## src/rtl/ssd_scan_driver.sv

```systemverilog
// 4-digit seven-segment scan driver with per-frame snapshot, leading-zero blanking (SSD_LZ_BLANK_EN) and blink.
// Latency: segs/ssd_ctl are registered, one edge after idx/snapshot update; each slot is held SCAN_DIV cycles.
// Backpressure: none; free-running display sink, inputs sampled only at frame wrap.
module ssd_scan_driver #(
   parameter int SCAN_DIV     = 100000,
   parameter int BLINK_FRAMES = 125
) (
   input  logic       clk,
   input  logic       rst,
   input  logic [3:0] dig3,
   input  logic [3:0] dig2,
   input  logic [3:0] dig1,
   input  logic [3:0] dig0,
   input  logic       blank_lz,
   input  logic       blink_en,
   output logic [7:0] segs,
   output logic [3:0] ssd_ctl
);

   localparam int PW = (SCAN_DIV > 1) ? $clog2(SCAN_DIV) : 1;
   localparam int FW = (BLINK_FRAMES > 1) ? $clog2(BLINK_FRAMES) : 1;

   logic [PW-1:0]     pcnt;
   logic [1:0]        idx;
   logic [FW-1:0]     fcnt;
   logic              phase;
   logic [3:0][3:0]   snap;
   logic              tick;
   logic              wrap;
   logic [3:0]        cur_dig;
   logic              lz_blank;
   logic [7:0]        segs_nxt;
   logic [3:0]        ctl_nxt;

   function automatic logic [7:0] glyph(input logic [3:0] d);
      logic [7:0] g;
      case (d)
         4'd0:    g = 8'b0000_0011;
         4'd1:    g = 8'b1001_1111;
         4'd2:    g = 8'b0010_0101;
         4'd3:    g = 8'b0000_1101;
         4'd4:    g = 8'b1001_1001;
         4'd5:    g = 8'b0100_1001;
         4'd6:    g = 8'b0100_0001;
         4'd7:    g = 8'b0001_1111;
         4'd8:    g = 8'b0000_0001;
         4'd9:    g = 8'b0000_1001;
         4'd15:   g = 8'hFF;
         default: g = 8'b1111_1101;
      endcase
      return g;
   endfunction

   assign tick = (pcnt == PW'(SCAN_DIV - 1));
   assign wrap = tick && (idx == 2'd3);

`ifndef SSD_LZ_BLANK_EN
   logic unused_blank_lz;
   assign unused_blank_lz = blank_lz;
`endif

   always_comb begin
      cur_dig  = snap[idx];
      lz_blank = 1'b0;
`ifdef SSD_LZ_BLANK_EN
      // A slot blanks only if it and every digit to its left are zero.
      case (idx)
         2'd3:    lz_blank = blank_lz && (snap[3] == 4'd0);
         2'd2:    lz_blank = blank_lz && (snap[3] == 4'd0) && (snap[2] == 4'd0);
         2'd1:    lz_blank = blank_lz && (snap[3] == 4'd0) && (snap[2] == 4'd0) && (snap[1] == 4'd0);
         default: lz_blank = 1'b0;
      endcase
`endif
      segs_nxt = lz_blank ? 8'hFF : glyph(cur_dig);
      ctl_nxt  = phase ? 4'b1111 : ~(4'b0001 << idx);
   end

   always_ff @(posedge clk) begin
      if (rst) begin
         pcnt    <= '0;
         idx     <= 2'd0;
         fcnt    <= '0;
         phase   <= 1'b0;
         snap    <= {4{4'hF}};
         segs    <= 8'hFF;
         ssd_ctl <= 4'b1111;
      end else begin
         pcnt <= tick ? '0 : pcnt + PW'(1);
         if (tick) begin
            idx <= idx + 2'd1;
         end
         if (wrap) begin
            snap <= {dig3, dig2, dig1, dig0};
         end
         if (!blink_en) begin
            fcnt  <= '0;
            phase <= 1'b0;
         end else if (wrap) begin
            if (fcnt == FW'(BLINK_FRAMES - 1)) begin
               fcnt  <= '0;
               phase <= ~phase;
            end else begin
               fcnt <= fcnt + FW'(1);
            end
         end
         segs    <= segs_nxt;
         ssd_ctl <= ctl_nxt;
      end
   end

endmodule
```

## config.mk

```make
export PLATFORM = sky130hd
export DESIGN_NAME = ssd_scan_driver
export DESIGN_NICKNAME = d
export VERILOG_FILES = /design/src/rtl/ssd_scan_driver.sv
export SDC_FILE = /design/constraint.sdc
export NUM_CORES = 1
export LEC_CHECK = 0
export BUFFER_PORTS_ARGS = -buffer_cell sky130_fd_sc_hd__buf_4
export CAP_MARGIN = 20
export CORE_MARGIN = 5
export CORE_UTILIZATION = 40
export CTS_BUF_LIST = sky130_fd_sc_hd__clkbuf_4 sky130_fd_sc_hd__clkbuf_8
export CTS_CLUSTER_SIZE = 40
export DETAILED_ROUTE_END_ITERATION = 7
export PLACE_DENSITY_LB_ADDON = 0.1
export SETUP_SLACK_MARGIN = 0.02
export SYNTH_ARGS = -nofsm -noshare
export SYNTH_HDL_FRONTEND = slang
export SYNTH_SLANG_ARGS = --single-unit
```

## constraint.sdc

```tcl
create_clock -name clk -period 4.59 [get_ports clk]
set_input_delay 0.459 -clock clk [delete_from_list [all_inputs] [get_ports clk]]
set_output_delay 0.459 -clock clk [all_outputs]
set_load 0.1 [all_outputs]
```

==> results of run 1 <==
==> final cells by class <==
cell class,instances,area [um2]
inverter,13,48.8
clock buffer,7,83.8
fill,600,3160
sequential,54,1080
timing repair buffer,30,225
multi-input combinational,187,1300
tap,75,93.8
==> sequential cells by signal, summed over array words and instances (netlist names) <==
| name | flops |
|---|---|
| segs | 7 |
| idx | 2 |
| phase | 1 |
| snap | 16 |
| pcnt | 17 |
| fcnt | 7 |
| ssd_ctl | 4 |
==> cell usage after synthesis, drive strengths merged <==
master / instances
nand4: 4
inv: 13
a211o: 17
ha: 13
and4bb: 2
o22ai: 2
a21oi: 12
nor2: 23
xnor2: 10
a31o: 2
o21a: 1
and4: 2
mux4: 4
clkbuf: 9
nor4: 4
nand3: 11
buf: 6
xor2: 2
or3: 4
nor2b: 2
a32o: 3
conb: 1
or2: 2
o31ai: 2
dfxtp: 54
and3: 16
nor3: 4
nand2b: 2
nand2: 24
o21bai: 1
o21ai: 10
or4: 4
o41ai: 2
nor4b: 1
==> layer usage <==
layer | global-route usage (%) | wire (um) | up-vias
li1 | - | - | 997
met5 | 0 | 0 | -
met1 | 18.3 | 2610 | 886
met4 | 4.60 | 57 | 0
met2 | 19.2 | 1970 | 29
met3 | 3.23 | 181 | 7
==> through the flow <==
stage | total power (uW) | hold slack (ns) | cell area (um2)
CTS | 779 | 0.467 | 2840
global placement | 517 | 0.438 | 2750
global route | 801 | 0.463 | 2840
detailed placement | 517 | 0.447 | 2750
floorplan | 503 | 0.429 | 2500
finish | 765 | 0.465 | 2840
==> logic make-up (layout without fill, tap and decap cells) <==
group | Yosys count | in the layout | share of synthesized area [%]
other cells | 1 | 1 | 0.150
xor+xnor | 12 | 12 | 4.20
mux | 4 | 4 | 3.60
flops | 54 | 54 | 43.2
buf+inv | 28 | 50 | 4.70
compound gates | 52 | 52 | 14.7
fa+ha+maj | 13 | 13 | 6.50
simple gates | 105 | 105 | 23.0
==> power breakdown <==
part           internal [uW]  switching [uW]
clock network            117             142
registers                471            2.36
logic                   13.5            19.0
==> path summary, 6_finish.rpt <==
path | to | slack (ns) | depth (start not counted)
worst max-delay path | fcnt[6]$_SDFFE_PP0P_ | 2.10 | 4
worst min-delay path | snap[6]$_SDFFE_PP1P_ | 0.47 | 1
worst max register to register | fcnt[6]$_SDFFE_PP0P_ | 2.10 | 4
worst min register to register | snap[6]$_SDFFE_PP1P_ | 0.47 | 1
==> out/metrics.yaml, run 1 <==
overflow: 0
grt.total_usage_pct: 13.0
slew_violations: 0
synth_nets: 302
port_buffers: 29
hold_class: "flip-flop to flip-flop"
crit_fanout: 24
drc: 0
dp_slack_ns: 2.05
num_rows: 28
rsz0062_at_grt: "no"
fin_ws_ns: 2.10
cts_setup_buffers: 0
fmax_mhz: 401
cp_slowest_cell: "ha_1"
drv_cap: 0
syn_avg_cell_area_um2: 9.30
setup_tns_ns: 0
cts_root_buffer: "clkbuf_8"
layoutNonFillerInstCount: 366
boundaryPins: 32
vias: 1919
syn2layout_area_growth_pct: 13.4
core_um2: 5990
skew_ns: 0.0101
hold_buffers: 0
layout_commonest_cell: "dfxtp_1"
grt_pass1_vias: 1792
p_per_area_nw_per_um2: 270
synth_top_cell_by_area: "dfxtp_1"
first_pass_iters: 4
yosysSeqAreaShare_pct: 43.2
period_share_pct: 54.3
wl_per_cell_um: 13.2
leakage_uw: 0.00106
critPathBufInv: 1
ys_warn_count: 0
worstSetupEndpointType: "flip-flop"
cts_resized: 0
via_per_inst: 5.24
drt_first_iter_violations: 69
path_delay_family: "adder cells"
critPathLaunchType: "flip-flop"
final-setup-viol-count: 0
fin_nets: 324
dieArea_um2: 7930
layout_common_cells: "54 x dfxtp_1, 30 x buf_4, 23 x nor2_1, 23 x nand2_1, 17 x a211o_1"
dp_hpwl_um: 3330
clock_sinks: 54
arrival_ns: 2.69
crit_chain: "ha_1, inv_1, or4_1, a32o_1"
cts_tree: "built"
maxSlewHeadroom_pct: 50.0
yosysUniqueCellTypes: 41
n_antenna_cell: 0
worst_slew_pin_slew_ns: 0.750
ctsLongestPathBuffers: 2
drt_wl_total_um: 4810
synth_top_area_share_pct: 43.2
timing.final.crit_period_ns: 2.49
path_clk_slew_ns: 0.09
synthTopCellsByArea: "dfxtp_1 43%, ha_1 6.5%, a211o_1 6.0%"
ir_drop_uv: 144
clk_latency_ns: 0.30
worstPathRequired_ns: 4.79
grt_max_degree: 27
die_w_um: 89.1
reg2reg_from: "idx[0]$_SDFFE_PP0P_"
drive_above_1_share_pct: 16.8
slowest_delay_ns: 0.73
antenna_found_initial: 0
syn-cell-area_um2: 2500
gp_congestion: 0.703
run_status: "complete, no violations"
die_h_um: 89.1
start_util_pct: 41.8
netlist_instances: 269
htree_levels: 2
numCtsBuffers: 5
hold_viol: 0
crit_start: "idx[0]$_SDFFE_PP0P_"
grt_pass1_wl_um: 8180
ant_nets: 0
final_util_pct: 47.3
placed_cells: 359
worst-setup-path-type: "flip-flop to flip-flop"
hold_start: "snap[6]$_SDFFE_PP1P_"
ys_seq_elements: 54
No activity file was read; power rests on OpenSTA's default activity.
==> inputs of run 2 (changes only) <==
--- a/config.mk
+++ b/config.mk
@@ -5,6 +5,7 @@
 export SDC_FILE = /design/constraint.sdc
 export NUM_CORES = 1
 export LEC_CHECK = 0
+export ABC_AREA = 1
 export BUFFER_PORTS_ARGS = -buffer_cell sky130_fd_sc_hd__buf_4
 export CAP_MARGIN = 20
 export CORE_MARGIN = 5
==> constraint.sdc (replaced) <==
create_clock -name clk -period 2.5 [get_ports clk]
set_input_delay 0.25 -clock clk [delete_from_list [all_inputs] [get_ports clk]]
set_output_delay 0.25 -clock clk [all_outputs]
set_load 0.1 [all_outputs]
==> run 2 against run 1 <==
- sequential share of layout area down 2.9 points
- clock-buffer cell count down 1
- critical path depth up 5
- sequential power up 83%
- wire length up 17%
- fmax up 33%
- die area up 8.1%
- critical path type unchanged
- area after synthesis up 9.1%
- sequential cell count unchanged
- first-iteration DRC count up 43%
- global-route usage up 1.2 points
==> out/metrics.yaml, run 2 <==
ctsLongestPathBuffers: 2  # unchanged
leakage_uw: 0.00133  # +26%
hold_buffers: 0  # unchanged
slowest_delay_ns: 0.57  # -0.16 ns
reg2reg_from: "idx[0]$_SDFFE_PP0P_"
overflow: 0  # unchanged
final-setup-viol-count: 0  # unchanged
netlist_instances: 373  # +39%
num_rows: 30  # +7.1%
syn_avg_cell_area_um2: 7.32  # -21%
crit_chain: "inv_2, nand2_1, nand3_1, nand2_1, inv_1, ha_1, or2_1, nand3_1, nand2_1"
yosysUniqueCellTypes: 35  # -15%
synthArstFlopShare_pct: 0  # unchanged
design_area_um2: 3070  # +8.3%
synthFlopType: "dfxtp_1"
clock_sinks: 54  # unchanged
fin_nets: 434  # +34%
ys_warn_count: 0  # unchanged
cts_setup_buffers: 0  # unchanged
cp_slowest_cell: "dfxtp_1"
dp_hpwl_um: 4150  # +24%
via_per_inst: 4.82  # -8.0%
r2r_slack_ns: 0.62  # -1.48 ns
cts_tree: "built"
synth_nets: 406  # +34%
grt.total_usage_pct: 14.1  # +1.2 points
largestRegisters: "pcnt (17), snap (16)"
worst-setup-path-type: "flip-flop to flip-flop"
grt_pass1_vias: 2133  # +19%
run_status: "complete, no violations"
vias: 2320  # +21%
rsz0062_at_grt: "no"
hold_class: "primary input to flip-flop"
top_register: "pcnt"
fmax_mhz: 532  # +33%
n_antenna_cell: 0  # unchanged
drc: 0  # unchanged
ant_nets: 0  # unchanged
yosysSeqAreaShare_pct: 39.6  # -3.6 points
ys_seq_elements: 54  # unchanged
reg2reg_to: "segs[4]$_SDFF_PP1_"
cts_resized: 0  # unchanged
port_buffers: 29  # unchanged
synth_top_cell_by_area: "dfxtp_1"
p_total_uw: 1410  # +85%
r2r_cells: 9  # +5
hold-path-cell-count: 2  # +1
hold_viol: 0  # unchanged
post_dp_cell_area_um2: 2990  # +8.6%
synth.most_common_cell: "nand2_1"
htree_levels: 2  # unchanged
drt_wl_total_um: 5610  # +17%
syn2layout_area_growth_pct: 12.6
layout_common_cells: "87 x nand2_1, 56 x nand3_1, 54 x dfxtp_1"
grt_max_degree: 27  # unchanged
numCtsBuffers: 5  # unchanged
clk_latency_ns: 0.31  # about the same
die_w_um: 92.6  # +4.0%
gp_congestion: 0.825  # +17%
worstSetupEndpointType: "flip-flop"
hold_start: "rst"
path_clk_slew_ns: 0.10  # about the same
timing.final.crit_period_ns: 1.88  # -0.613 ns
fin_ws_ns: 0.619  # -1.48 ns
period_share_pct: 75.2  # +21 points
synth_edf_count: 0  # unchanged
cts_root_buffer: "clkbuf_8"
grt_pass1_wl_um: 9860  # +20%
synth_top_area_share_pct: 39.6  # -3.6 points
setup_tns_ns: 0  # unchanged
worstPathRequired_ns: 2.70  # -2.09 ns
layout_commonest_cell: "nand2_1"
slew_violations: 0  # unchanged
dp_slack_ns: 0.610  # -1.44 ns
crit_top_cell: "nand2_1"
crit_fanout: 12  # -50%
dieArea_um2: 8570  # +8.1%
p_per_area_nw_per_um2: 460  # +70%
largest_reg_flops: 17  # unchanged
boundaryPins: 32  # unchanged
arrival_ns: 2.08  # -0.61 ns
fin_worst_hold_slack_ns: 0.168  # -0.297 ns
drive_above_1_share_pct: 16.5  # -0.38 points
syn-cell-area_um2: 2730  # +9.1%
die_h_um: 92.6  # +4.0%
wl_per_cell_um: 11.7  # -11%
start_util_pct: 40.6  # -1.1 points
synthTopCellsByArea: "dfxtp_1 40%, nand2_1 12%, nand3_1 10%"
first_pass_iters: 4  # unchanged
ys_top_cells_by_count: "87 x nand2_1, 56 x nand3_1, 54 x dfxtp_1"
drt_first_iter_violations: 99  # +43%
core_um2: 6720  # +12%
drv_cap: 0  # unchanged
antenna_found_initial: 0  # unchanged
min_to: "idx[1]$_SDFFE_PP0P_"
critPathLaunchType: "flip-flop"
skew_ns: 0.0123  # +0.00220 ns
ir_drop_uv: 179  # +24%
## run 2: changes by cell type after synthesis, sizes merged, moves of 6 or more
cell	previous run	this run
nand3	11	58
inv	13	35
xnor2	10	1
and3	16	0
a211o	17	0
nand2	24	96
clkbuf	9	2
a21oi	12	18
nor2	23	45
## run 2: critical path: cells and delay by family, from the launching register on
family | cells | cell delay, ns
adders and majority gates | 1 | 0.20
buffers and inverters | 2 | 0.31
and+or+nand+nor | 6 | 0.70
DFF | 1 | 0.57
## run 2: worst max-delay path by stage
stage                              startpoint            endpoint  slack [ns]  cells after the start
final                     idx[0]$_SDFFE_PP0P_  segs[4]$_SDFF_PP1_        0.62                      9
after global routing      idx[0]$_SDFFE_PP0P_  segs[4]$_SDFF_PP1_        0.41                      9
after CTS                 idx[0]$_SDFFE_PP0P_  segs[4]$_SDFF_PP1_        0.58                      9
after detailed placement  idx[0]$_SDFFE_PP0P_  segs[4]$_SDFF_PP1_        0.61                      9
after global placement    idx[0]$_SDFFE_PP0P_  segs[4]$_SDFF_PP1_        0.62                      9
after floorplan           idx[0]$_SDFFE_PP0P_  segs[7]$_SDFF_PP1_        0.88                     11
## run 2: per-layer routing
layer	vias up	share of wire [%]	global-route usage, %
met2	34	46	22.3
met5	-	0	0
li1	1267	-	-
met4	0	1.7	5.20
met1	1013	48	18.6
met3	6	4.3	3.49
## run 2: logic make-up after synthesis
logic type,Yosys count,share of synthesized area [%]
DFF,54,39.6
xor gates and xnor gates,7,2.25
and+or+nand+nor,218,36.6
AOI/OAI and AO/OA,33,7.38
buffers and inverters,47,8.07
other,1,0.137
adders and majority gates,13,5.96
## run 2: final cells by class
| class | instances | area (um2) |
|---|---|---|
| inverter | 35 | 131 |
| clock inverter | 1 | 7.51 |
| multi-input combinational | 272 | 1430 |
| timing repair buffer | 33 | 248 |
| sequential | 54 | 1080 |
| tap | 80 | 100 |
| clock buffer | 6 | 76.3 |
| fill | 714 | 3650 |
## run 2: through the flow
step | util (%) | std cells
2_1_floorplan | - | 373
3_5_place_dp | 44.5 | 474
4_1_cts | 45.7 | 481
5_1_grt | 45.7 | 481
3_3_place_gp | 44.5 | 474
6_report | 45.7 | 481
## run 2: where the power goes
group | switching (uW) | internal (uW)
registers | 2.91 | 864
logic | 35.3 | 24.9
clock network | 281 | 204
total | 319 | 1090
